**config.mk**
```make
export PLATFORM = sky130hd
export DESIGN_NAME = down_counter_timer
export DESIGN_NICKNAME = d
export VERILOG_FILES = /design/src/rtl/down_counter_timer.sv
export SDC_FILE = /design/constraint.sdc
export NUM_CORES = 1
export LEC_CHECK = 0
export BUFFER_PORTS_ARGS = -buffer_cell sky130_fd_sc_hd__buf_2
export CORE_UTILIZATION = 35
export CTS_CLUSTER_SIZE = 24
export DETAILED_ROUTE_END_ITERATION = 10
export PLACE_DENSITY = 0.62
export SYNTH_ARGS = -nofsm -noshare
export SYNTH_HDL_FRONTEND = slang
export SYNTH_SLANG_ARGS = --single-unit
```
**constraint.sdc**
```tcl
create_clock -name clk -period 2 [get_ports clk]
set_clock_uncertainty 0.15 [all_clocks]
set_input_delay 0.1 -clock clk [delete_from_list [all_inputs] [get_ports clk]]
set_output_delay 0.1 -clock clk [all_outputs]
set_load 0.01 [all_outputs]
```
**src/rtl/down_counter_timer.sv**
```systemverilog
// Loadable down-counter timer with one-shot and periodic (auto-reload) modes.
// Three-state FSM (IDLE/RUN/DONE) with a registered one-cycle terminal-count pulse.
module down_counter_timer #(
    parameter int COUNT_WIDTH = 4
) (
    input  logic                   clk,
    input  logic                   rst,
    input  logic                   enable,
    input  logic                   load,
    input  logic [COUNT_WIDTH-1:0] load_value,
    input  logic                   auto_reload,
    output logic [COUNT_WIDTH-1:0] count,
    output logic                   busy,
    output logic                   done,
    output logic                   tc
);

    typedef enum logic [1:0] {
        IDLE = 2'd0,
        RUN  = 2'd1,
        DONE = 2'd2
    } state_t;

    localparam logic [COUNT_WIDTH-1:0] ONE = COUNT_WIDTH'(1);

    state_t                 state, state_nxt;
    logic [COUNT_WIDTH-1:0] reload_reg, reload_nxt;
    logic [COUNT_WIDTH-1:0] count_nxt;
    logic                   tc_nxt;

    // NOTE: sequential state uses non-blocking assignments so every register
    // samples the pre-edge values, independent of statement order.
    always_ff @(posedge clk or posedge rst) begin
        if (rst) begin
            state      <= IDLE;
            count      <= '0;
            reload_reg <= '0;
            tc         <= 1'b0;
        end else begin
            state      <= state_nxt;
            count      <= count_nxt;
            reload_reg <= reload_nxt;
            tc         <= tc_nxt;
        end
    end

    // NOTE: every output of this block is given a default first so that no
    // path through the case statement leaves a value unassigned (no latches).
    always_comb begin
        state_nxt  = state;
        count_nxt  = count;
        reload_nxt = reload_reg;
        tc_nxt     = 1'b0;

        if (load) begin
            // A load beats everything, including a coincident terminal count.
            count_nxt  = load_value;
            reload_nxt = load_value;
            state_nxt  = (load_value != '0) ? RUN : IDLE;
        end else begin
            unique case (state)
                IDLE: ;
                RUN: begin
                    if (enable) begin
                        if (count > ONE) begin
                            count_nxt = count - ONE;
                        end else if (count == ONE) begin
                            tc_nxt = 1'b1;
                            if (auto_reload) begin
                                count_nxt = reload_reg;
                            end else begin
                                count_nxt = '0;
                                state_nxt = DONE;
                            end
                        end else begin
                            // Unreachable: RUN is only entered with a nonzero count.
                            state_nxt = IDLE;
                        end
                    end
                end
                DONE: count_nxt = '0;
                default: begin
                    state_nxt = IDLE;
                    count_nxt = '0;
                end
            endcase
        end
    end

    assign busy = (state == RUN);
    assign done = (state == DONE);

endmodule

```
==> run_results.csv <==
group,metric,value,unit
outcome,status,"finished with violations",
outcome,failed_checks,"setup timing",
finish,diodes,0,
sta,setup_viol,4,
placed_design,placed_area,818,um2
global_route,grt_pass1_wl,2740,um
power_and_ir_drop,seq_power_share,36.5,%
sta,maxSlewViolCount,0,
cts,cts_tree,"built",
die,die_area,2010,um2
worst_setup_path,end_kind,"register",
global_route,antenna_found_initial,0,
power_and_ir_drop,p_switching,273,uW
drt,route.detailed.wl_per_inst,13.5,um
die,ios,16,
synth,synth_cell_types,30,
finish,final_cells,123,
finish,drive_above_1_share,38.8,%
synth,ys_seq_area_share,42.8,%
sta,period_needed,2.04,ns
global_route,grtUsageTotal,19.4,%
drt,drc,0,
drt,dr_total_vias,632,
drt,drt_iter0_drc,21,
worst_setup_path,crit_fanout,8,
sta,worst_slack,-0.0361,ns
placed_design,gp_congestion,0.844,
synth,syn-num-nets,79,
die,die_w,44.9,um
hold_path,min_path_type,"primary input to register",
drt,finalWirelength,1670,um
cts,cts_buffers,3,
power_and_ir_drop,combPwrFrac,43.7,%
die,std_cell_rows,15,
drt,drt-vias-per-instance,5.14,
finish,synthToLayoutAreaGrowth,41.6,%
global_route,grt_pass1_vias,600,
flow_run,max_cap_violations,0,
placed_design,placed_cells,113,
die,start_util,37.2,%
finish,fin_area,911,um2
finish,utilization,52.8,%
power_and_ir_drop,p_clk_share,19.9,%
synth,yosysWarningCount,0,
cts,cts_root_buf,"clkbuf_4",
power_and_ir_drop,p_int,496,uW
power_and_ir_drop,vdd_ir_drop_max,544,uV
placed_design,port_buffers,15,
finish,regArea,278,um2
synth,synthCells,68,
drt,first_pass_iters,4,
synth,syn_area,643,um2
die,core_area,1730,um2
power_and_ir_drop,p_total,769,uW
worst_setup_path,crit_type,"register to register",
worst_setup_path,startpoint_type,"register",
cts,clk_pin_slew_worst_paths,0.07,ns
synth,syn_area_per_cell,9.46,um2
cts,postCtsSetupBuffers,0,
cts,clock-sinks,11,
power_and_ir_drop,p_sw_share,35.5,%
sta,relSlewSlack,71.0,%
placed_design,place_hpwl,1240,um
finish,nets,110,
synth,synth_seq_cells,11,
sta,max_freq,491,MHz
sta,worstMarginPinSlew,0.435,ns
cts,insertion_delay,0.27,ns
sta,final-hold-violation-count,0,
finish,layout_commonest_cell,"buf_2",
cts,h-tree-depth,1,
sta,finalCritPeriodShare,102,%
die,die_h,44.9,um
placed_design,pre_cts_slack,-0.0375,ns
finish,multi_input_comb_area,367,um2
drt,ant_nets,0,
finish,nFillCells,170,
power_and_ir_drop,p_per_area,844,nW/um2
worst_setup_path,required,2.01,ns
global_route,grt.overflow.total,0,
sta,rsz0062_at_grt,"yes",
global_route,grt_max_degree,15,
power_and_ir_drop,leakage,0.000429,uW
finish,layout_common_cells,"buf_2, dfrtp_1, nand2_1, o21ai_0",
cts,clockBufferDepth,2,
worst_setup_path,crit_arrival,2.04,ns
[final cells by class]
cell class / count / share of cell area, %
clock buffer: 4 / 2.88
multi-input combinational: 49 / 40.2
sequential: 11 / 30.5
timing repair buffer: 27 / 19.8
inverter: 7 / 3.16
tap: 25 / 3.43
[synthesized netlist by cell type]
cell	instances	share of area (%)
nor2b_1	4	3.9
a2111oi_0	1	1.4
nor2_1	2	1.2
a211oi_1	1	1.2
o211ai_2	1	1.9
a311o_2	1	1.8
a31oi_1	2	1.9
a21oi_1	2	1.6
inv_1	7	4.1
clkbuf_1	1	0.58
and3_1	1	0.97
or4b_1	1	1.6
ha_1	2	3.9
a22o_1	1	1.4
o22a_2	2	3.1
o41ai_1	1	1.4
dfrtp_1	11	43
mux2_2	1	1.8
a311oi_1	1	1.4
o211a_1	1	1.6
a21o_1	2	2.3
or3b_2	1	1.4
nand4_1	2	1.9
or2_2	1	0.97
o21ai_0	7	5.4
mux2i_1	1	1.6
nor3_1	1	0.78
nor4b_1	1	1.4
nor4_1	1	0.97
nand2_1	7	4.1
[metrics by stage]
step           hold WS, ns  TNS, ns
3_5_place_dp       -0.0312   -0.128
2_1_floorplan       -0.198  -0.0699
5_1_grt             0.0457   -0.291
4_1_cts             0.0100   -0.149
3_3_place_gp       -0.0393        0
6_report            0.0102   -0.128
[power groups by stage]
stage          clock [uW]  combinational [uW]  sequential [uW]
2_1_floorplan           0                 171              307
3_3_place_gp            0                 312              281
3_5_place_dp            0                 320              282
4_1_cts               158                 335              279
5_1_grt               166                 368              285
6_report              153                 336              281
[repair_timing]
item / 4_1_cts / 5_1_grt
hold buffers: 6 / 0
hold endpoints to repair: 16 / 0
gates resized for setup: 1 / 1
endpoints found under the setup margin: 4 / 4
[per-layer routing]
| layer | vias to the layer above | share of wire (%) | GRT usage, % |
|---|---|---|---|
| li1 | 316 | - | - |
| met1 | 298 | 46 | 24.9 |
| met2 | 18 | 49 | 31.5 |
| met3 | 0 | 4.4 | 7.20 |
| met4 | 0 | 0 | 3.64 |
| met5 | - | 0 | 0 |
[cells by family (layout without fill, tap and decap cells)]
logic type,Yosys count,in the layout,synth area share (%)
buffers and inverters,8,38,4.67
adder cells (fa/ha/maj),2,2,3.89
AND/OR/NAND/NOR,22,22,19.1
multiplexers,2,2,3.31
flip-flops,11,11,42.8
AO/OA/AOI/OAI,23,23,26.3
[critical path: stages, from the launching register on]
cell	delay [ns]
dfrtp_2	0.45
ha_4	0.17
or4b_4	0.47
a311o_2	0.44
a22o_1	0.24
[worst paths after layout]
kind | cells after the start | from | to | slack (ns)
max in group asynchronous | 3 | rst | count[0] | 1.15
setup / recovery | 4 | count[0] | count[0] | -0.04
hold reg to reg | 2 | reload_reg[2] | reload_reg[2] | 0.38
setup reg to reg | 4 | count[0] | count[0] | -0.04
hold / removal | 2 | load | state[1] | 0.01
min in group asynchronous | 3 | rst | tc | 0.23
Note: power is estimated with default switching activity, not from simulation.
